**config.mk**
```make
export PLATFORM = sky130hd
export DESIGN_NAME = operand_sequencer
export DESIGN_NICKNAME = d
export VERILOG_FILES = /design/src/rtl/opseq_pkg.sv /design/src/rtl/btn_cond.sv /design/src/rtl/operand_sequencer.sv
export SDC_FILE = /design/constraint.sdc
export NUM_CORES = 1
export LEC_CHECK = 0
export CAP_MARGIN = 0
export CORE_ASPECT_RATIO = 1.25
export CORE_MARGIN = 2
export CORE_UTILIZATION = 41
export DETAILED_ROUTE_END_ITERATION = 12
export GPL_ROUTABILITY_DRIVEN = 0
export PLACE_DENSITY = 0.76
export SYNTH_ARGS = -nofsm -noshare
export SYNTH_HDL_FRONTEND = slang
export SYNTH_SLANG_ARGS = --single-unit
```
**constraint.sdc**
```tcl
create_clock -name CLK -period 1.9 [get_ports CLK]
set_clock_uncertainty 0.05 [all_clocks]
set_input_delay 0.38 -clock CLK [delete_from_list [all_inputs] [get_ports CLK]]
set_output_delay 0.38 -clock CLK [all_outputs]
set_load 0.01 [all_outputs]
```
**src/rtl/opseq_pkg.sv**
```systemverilog
// rtl/opseq_pkg.sv - shared defaults and state encoding for the operand sequencer
package opseq_pkg;

  localparam int SIZE_DATA_DEF = 16;
  localparam int DB_CYCLES_DEF = 16;

  localparam logic [2:0] ST_GET_A = 3'd0;
  localparam logic [2:0] ST_WR_A  = 3'd1;
  localparam logic [2:0] ST_GET_B = 3'd2;
  localparam logic [2:0] ST_WR_B  = 3'd3;
  localparam logic [2:0] ST_EXEC1 = 3'd4;
  localparam logic [2:0] ST_EXEC2 = 3'd5;
  localparam logic [2:0] ST_SHOW  = 3'd6;

  typedef enum logic [2:0] {
    GET_A = ST_GET_A,
    WR_A  = ST_WR_A,
    GET_B = ST_GET_B,
    WR_B  = ST_WR_B,
    EXEC1 = ST_EXEC1,
    EXEC2 = ST_EXEC2,
    SHOW  = ST_SHOW
  } state_e;

endpackage

```
**src/rtl/btn_cond.sv**
```systemverilog
// rtl/btn_cond.sv - button synchronizer, optional debounce (OPSEQ_DEBOUNCE_EN), rising-edge press
module btn_cond
  import opseq_pkg::*;
#(
  parameter int DB_CYCLES = DB_CYCLES_DEF
) (
  input  logic clk_i,
  input  logic rst_ni,
  input  logic btn_i,
  output logic press_o
);

  logic sync1_q;
  logic sync2_q;
  logic level;
  logic level_prev_q;

  // Two-flop synchronizer bringing the raw button into the clock domain
  always_ff @(posedge clk_i) begin
    if (!rst_ni) begin
      sync1_q <= 1'b0;
      sync2_q <= 1'b0;
    end else begin
      sync1_q <= btn_i;
      sync2_q <= sync1_q;
    end
  end

`ifdef OPSEQ_DEBOUNCE_EN
  localparam int CW = $clog2(DB_CYCLES + 1);

  logic [CW-1:0] cnt_q;
  logic [CW-1:0] cnt_d;
  logic          lvl_q;
  logic          lvl_d;

  // Level follows the synchronized input only after it has disagreed for DB_CYCLES cycles in a row
  always_comb begin
    cnt_d = '0;
    lvl_d = lvl_q;
    if (sync2_q != lvl_q) begin
      if (cnt_q == CW'(DB_CYCLES - 1)) begin
        lvl_d = sync2_q;
      end else begin
        cnt_d = cnt_q + 1'b1;
      end
    end
  end

  // Debounce counter and filtered level
  always_ff @(posedge clk_i) begin
    if (!rst_ni) begin
      cnt_q <= '0;
      lvl_q <= 1'b0;
    end else begin
      cnt_q <= cnt_d;
      lvl_q <= lvl_d;
    end
  end

  assign level = lvl_q;
`else
  assign level = sync2_q;
`endif

  // Previous conditioned level for rising-edge detection
  always_ff @(posedge clk_i) begin
    if (!rst_ni) begin
      level_prev_q <= 1'b0;
    end else begin
      level_prev_q <= level;
    end
  end

  assign press_o = level & ~level_prev_q;

endmodule

```
**src/rtl/operand_sequencer.sv**
```systemverilog
// rtl/operand_sequencer.sv - operand load / execute sequencer; debounce via OPSEQ_DEBOUNCE_EN
module operand_sequencer
  import opseq_pkg::*;
#(
  parameter int size_data = SIZE_DATA_DEF,
  parameter int DB_CYCLES = DB_CYCLES_DEF
) (
  input  logic                 CLK,
  input  logic                 RST_N,
  input  logic [size_data-1:0] SW,
  input  logic [2:0]           OP,
  input  logic                 BTN,
  output logic [size_data-1:0] DIN,
  output logic                 WE,
  output logic                 W1,
  output logic [2:0]           MS,
  input  logic [size_data-1:0] ALU_IN,
  output logic [size_data-1:0] RESULT,
  output logic                 RES_VALID,
  output logic                 BUSY
);

  logic press;

  state_e               state_q, state_d;
  logic [size_data-1:0] din_q, din_d;
  logic [2:0]           ms_q, ms_d;
  logic [size_data-1:0] result_q, result_d;
  logic                 res_valid_q, res_valid_d;

  btn_cond #(
    .DB_CYCLES(DB_CYCLES)
  ) u_btn_cond (
    .clk_i  (CLK),
    .rst_ni (RST_N),
    .btn_i  (BTN),
    .press_o(press)
  );

  // Next-state and register updates; presses outside GET_A/GET_B/SHOW fall through unused
  always_comb begin
    state_d     = state_q;
    din_d       = din_q;
    ms_d        = ms_q;
    result_d    = result_q;
    res_valid_d = res_valid_q;
    case (state_q)
      GET_A: begin
        if (press) begin
          state_d = WR_A;
          din_d   = SW;
        end
      end
      WR_A:  state_d = GET_B;
      GET_B: begin
        if (press) begin
          state_d = WR_B;
          din_d   = SW;
          ms_d    = OP;
        end
      end
      WR_B:  state_d = EXEC1;
      EXEC1: state_d = EXEC2;
      EXEC2: begin
        state_d     = SHOW;
        result_d    = ALU_IN;
        res_valid_d = 1'b1;
      end
      SHOW: begin
        if (press) begin
          state_d     = GET_A;
          res_valid_d = 1'b0;
        end
      end
      default: state_d = GET_A;
    endcase
  end

  // State and output registers
  always_ff @(posedge CLK) begin
    if (!RST_N) begin
      state_q     <= GET_A;
      din_q       <= '0;
      ms_q        <= '0;
      result_q    <= '0;
      res_valid_q <= 1'b0;
    end else begin
      state_q     <= state_d;
      din_q       <= din_d;
      ms_q        <= ms_d;
      result_q    <= result_d;
      res_valid_q <= res_valid_d;
    end
  end

  assign DIN       = din_q;
  assign MS        = ms_q;
  assign RESULT    = result_q;
  assign RES_VALID = res_valid_q;
  assign WE        = (state_q == WR_A) || (state_q == WR_B);
  assign W1        = (state_q == WR_B);
  assign BUSY      = (state_q == WR_A) || (state_q == WR_B) ||
                     (state_q == EXEC1) || (state_q == EXEC2);

endmodule
```
Yosys cells after proc, flatten, opt, wreduce, memory -nomap -nowiden. Cells that the tools add are included.

Register bits after elaboration: 42. Input bits: 38.

Eq/ne operators: 9. Mux-type cells: 6. Reduce and logical (&&, ||, !) cells: 10. Bitwise gates (word level): 2.

Operators with widths (number): 3-bit case mux with 7 select lines (1); 3-bit == test (second input constant) (3); 3-bit 2-to-1 mux (3); 3-bit by 2-bit == test with 1-bit output (second input constant) (2); 2-bit inequality test (second input constant) (3); 2-bit AND reduction (3); 3-bit by 1-bit == test with 1-bit output (second input constant) (1); 3-bit zero test (1); 1-bit logical OR (3); 3-bit AND reduction (1); 1-bit case mux with 2 select lines (1); 2-bit nonzero test (1); 2-bit OR reduction (1); 1-bit AND (1); 1-bit 2-to-1 mux (1); 1-bit NOT (1).

Logic depth before layout (Yosys ltp).
Depth in word-level cells: 4. Depth in mapped cells: 6.

Hierarchy. Synthesis repeated with hierarchy kept, for this count alone.

Cell total of the unflattened synthesis: 190. Area total of the unflattened synthesis: 1705.4 um2.

Modules (own cells, without submodules): operand_sequencer (times used 1, cells an instance 183, area each 1612.8 um2, sequential area each 780.7 um2); btn_cond (times used 1, cells an instance 7, area each 92.6 um2, sequential area each 60.1 um2).

Worst setup path after synthesis. No wires, ideal clock.

Kind: reg2reg. From: register state_q[0]. To: register din_q[15] (netlist: DIN[15]). Period minus slack after synthesis: 1464 ps. Library setup time: 118 ps. Cell stages (with the launch flop): 7. Path buffers: 3. Path slack: 436 ps. Arrival: 1296 ps. Cells stage by stage: dfxtp_1 -> buf_6 -> or4b_4 -> buf_6 -> buf_12 -> nand2_2 -> a21boi_2.

Longest elaborated chain between the ends: 3. Elaborated cells on any way between the ends: 4. Those cells by class: 1 x eq/ne; 3 x reduce/logical.

Ends and longest elaborated chain: start: declaration (RTL line operand_sequencer.sv:25) `state_e state_q, state_d;`; start signal: assignment (RTL line operand_sequencer.sv:88) `state_q <= state_d;`; 3-bit by 2-bit == test with 1-bit output / 3-bit zero test (equally long branches) (RTL line operand_sequencer.sv:47) `case (state_q)`; 2-bit OR reduction (no line) (*); 2-bit AND reduction (no line) (*); end signal: assignment (RTL line operand_sequencer.sv:89) `din_q <= din_d;`; end: declaration (RTL line operand_sequencer.sv:26) `logic [size_data-1:0] din_q, din_d;`.

Mark *: on every way between the ends. The rest lies on a longest branch, timed or not. A chain may end at the register's enable or synchronous reset.

Worst setup path in the final report.
From: register state_q[0]. To: output port WE.

Longest elaborated chain between the ends: 2. Elaborated cells on any way between the ends: 3. Those cells by class: 2 x eq/ne; 1 x reduce/logical.

Ends and longest elaborated chain: 3-bit by 1-bit == test with 1-bit output / 3-bit by 2-bit == test with 1-bit output (equally long branches) (RTL line operand_sequencer.sv:100) `assign WE = (state_q == WR_A) || (state_q == WR_B);`; 1-bit logical OR (*) (RTL line operand_sequencer.sv:100); end: declaration (RTL line operand_sequencer.sv:14) `output logic WE,`.

Marks and branches as above.

==> results.toml <==
[detailed_routing]
vias_per_cell = 4.59
firstDrtPassIters = 4
wl_mm = 3.53
drc = 0
num_vias = 1478
wl_per_cell_um = 11.0
drtAntennaViolNets = 0
drt_iter0_drc = 50

[floorplanning]
fp.dieH_um = 77.1
core_area_um2 = 4100
ios = 77
start_util_pct = 42.8
die_area_um2 = 4820
fp.dieW_um = 62.5
std_cell_rows = 26

[worst_setup_path]
crit_buf_inv = 2
start_kind = "flip-flop"
crit_type = "flip-flop to output port"
critPathCaptureType = "output port"
arrival_ns = 1.35
cp.required_ns = 1.47
cpMaxStageDelayCell = "clkdlybuf4s50_1"
cp_top_family = "buffers and inverters"
max_stage_delay_ns = 0.55
cp_cell_sequence = "inv_1, nor2_1, clkdlybuf4s50_1"
path_max_fanout = 5

[hold_path]
hold_path.class = "flip-flop to flip-flop"

[global_routing]
grt_use_total_pct = 15.8
grt_max_degree = 29
antenna_found_initial = 0
grt_pass1_vias = 1407
grt_pass1_wl_mm = 6.24
overflow = 0

[sta]
min_period_ns = 1.78
finalCritPeriodShare_pct = 93.4
setup_violations = 0
hold_viol_final = 0
fin_ws_ns = 0.125
fin_tns_setup_ns = 0
timing.slew.headroom_pct = 82.5
worst_pin_slew_ns = 0.263
fmax_mhz = 563
drv_slew = 0
rsz0062_at_grt = "no"

[yosys]
avgSynthCellArea_um2 = 9.28
synth_ff_type = "dfxtp_1"
synth_edf_count = 0
syn_inst = 189
synth-warning-count = 0
synth_cell_types = 25
ys_seq_area_share_pct = 47.9
ys_seq_elements = 42
syn-num-nets = 227
syn-cell-area_um2 = 1750
async_reset_ff_share_pct = 0

[clock_tree]
tritoncts = "done"
cts_setup_buffers = 0
numCtsBuffers = 5
cts.path.max_buffers = 2
holdBufCountCts = 0
cts_root_buf = "clkbuf_8"
cts.sinks = 42
cts.clk_slew.worst_paths_ns = 0.07
clock_latency_ns = 0.28
htreeDepth = 2

[power_and_ir_drop]
design_power_total_mw = 1.66
power.density_nw_per_um2 = 633
p_leak_nw = 0.939
ir_drop_mv = 0.516

[layout]
final_design_area_no_fill_um2 = 2620
fin_util_pct = 64.0
num_antenna_cells = 0
drive_gt1_share_pct = 17.7
nNetsFinal = 303
layout-area-overhead-vs-synth_pct = 49.6
num-fill-cells = 376

[placed_design]
placed_area_um2 = 2530
hpwl_mm = 2.58
place_ws_ns = 0.289
portBuffers = 76

[run]
drv_cap = 0

[run_status]
outcome = "finished, final reports clean"
metrics by stage:
| stage | instances | hold slack, ns |
|---|---|---|
| after floorplan | 189 | 0.362 |
| after global placement | 314 | 0.366 |
| after detailed placement | 314 | 0.375 |
| after CTS | 322 | 0.393 |
| after global routing | 322 | 0.410 |
| final | 322 | 0.390 |
path summary, 6_finish.rpt:
kind / startpoint / endpoint / slack (ns) / cells past startpoint
setup / recovery: state_q[0] / WE / 0.12 / 3
hold / removal: u_btn_cond.sync1_q / u_btn_cond.level / 0.39 / 1
setup reg to reg: state_q[2] / DIN[9] / 0.37 / 4
hold reg to reg: u_btn_cond.sync1_q / u_btn_cond.level / 0.39 / 1
layer usage:
| layer | global-route usage (%) | routed length (µm) |
|---|---|---|
| met1 | 18.4 | 1530 |
| met4 | 5.33 | 40 |
| met5 | 0 | 0 |
| met3 | 4.11 | 230 |
| met2 | 27.8 | 1730 |
cell type report:
cell class | instances | area [µm²] | area share, %
clock inverters | 1 | 5.00 | 0.191
multi-input cells | 132 | 807 | 30.8
clock buffers | 7 | 86.3 | 3.29
inverters | 1 | 3.75 | 0.143
repair buffers | 83 | 811 | 30.9
flip-flops and latches | 42 | 841 | 32.0
well taps | 56 | 70.1 | 2.67
placed cells by master (no fill, tap or decap), drive strengths merged, types with 2 or more instances in the layout:
cell type / instances
clkdlybuf4s50: 74
nand2: 73
dfxtp: 42
a21boi: 33
buf: 7
clkbuf: 7
and2: 4
nand2b: 3
o21ai: 3
mux2i: 3
a21oi: 3
nand3b: 2
dlygate4sd2: 2
power by group:
group	total (mW)	internal (mW)	switching (mW)
sequential	0.906	0.895	0.0101
clock	0.573	0.293	0.280
combinational	0.182	0.121	0.0608
synth_stat cells, types with 2 or more instances:
cell type / n / area [µm²]
nand2_1: 52 / 195
dfxtp_1: 42 / 841
nand2_2: 21 / 131
a21boi_1: 14 / 105
a21boi_2: 10 / 113
a21boi_0: 9 / 67.6
clkbuf_1: 6 / 22.5
and2_1: 4 / 25.0
buf_6: 4 / 45.0
a21oi_1: 3 / 15.0
buf_2: 3 / 15.0
mux2i_1: 3 / 30.0
nand2b_1: 3 / 18.8
o21ai_0: 3 / 15.0
nand3b_1: 2 / 15.0
logic make-up after synthesis:
logic type             Yosys count  share of synthesized area [%]
muxes                            3                           1.71
DFF                             42                           47.9
AOI/OAI and AO/OA               40                           18.4
buffers and inverters           15                           6.06
and+or+nand+nor                 89                           25.9
repair_timing:
action,in CTS,in global routing
setup endpoints to repair,2,0
hold endpoints to repair,0,0
resized for setup,2,0
registers in the layout (all words and copies together) (netlist names):
signal	count
DIN	16
RESULT	16
MS	3
state_q	3
RES_VALID	1
u_btn_cond.level	1
u_btn_cond.level_prev_q	1
u_btn_cond.sync1_q	1
Note: power is estimated with default switching activity, not from simulation.
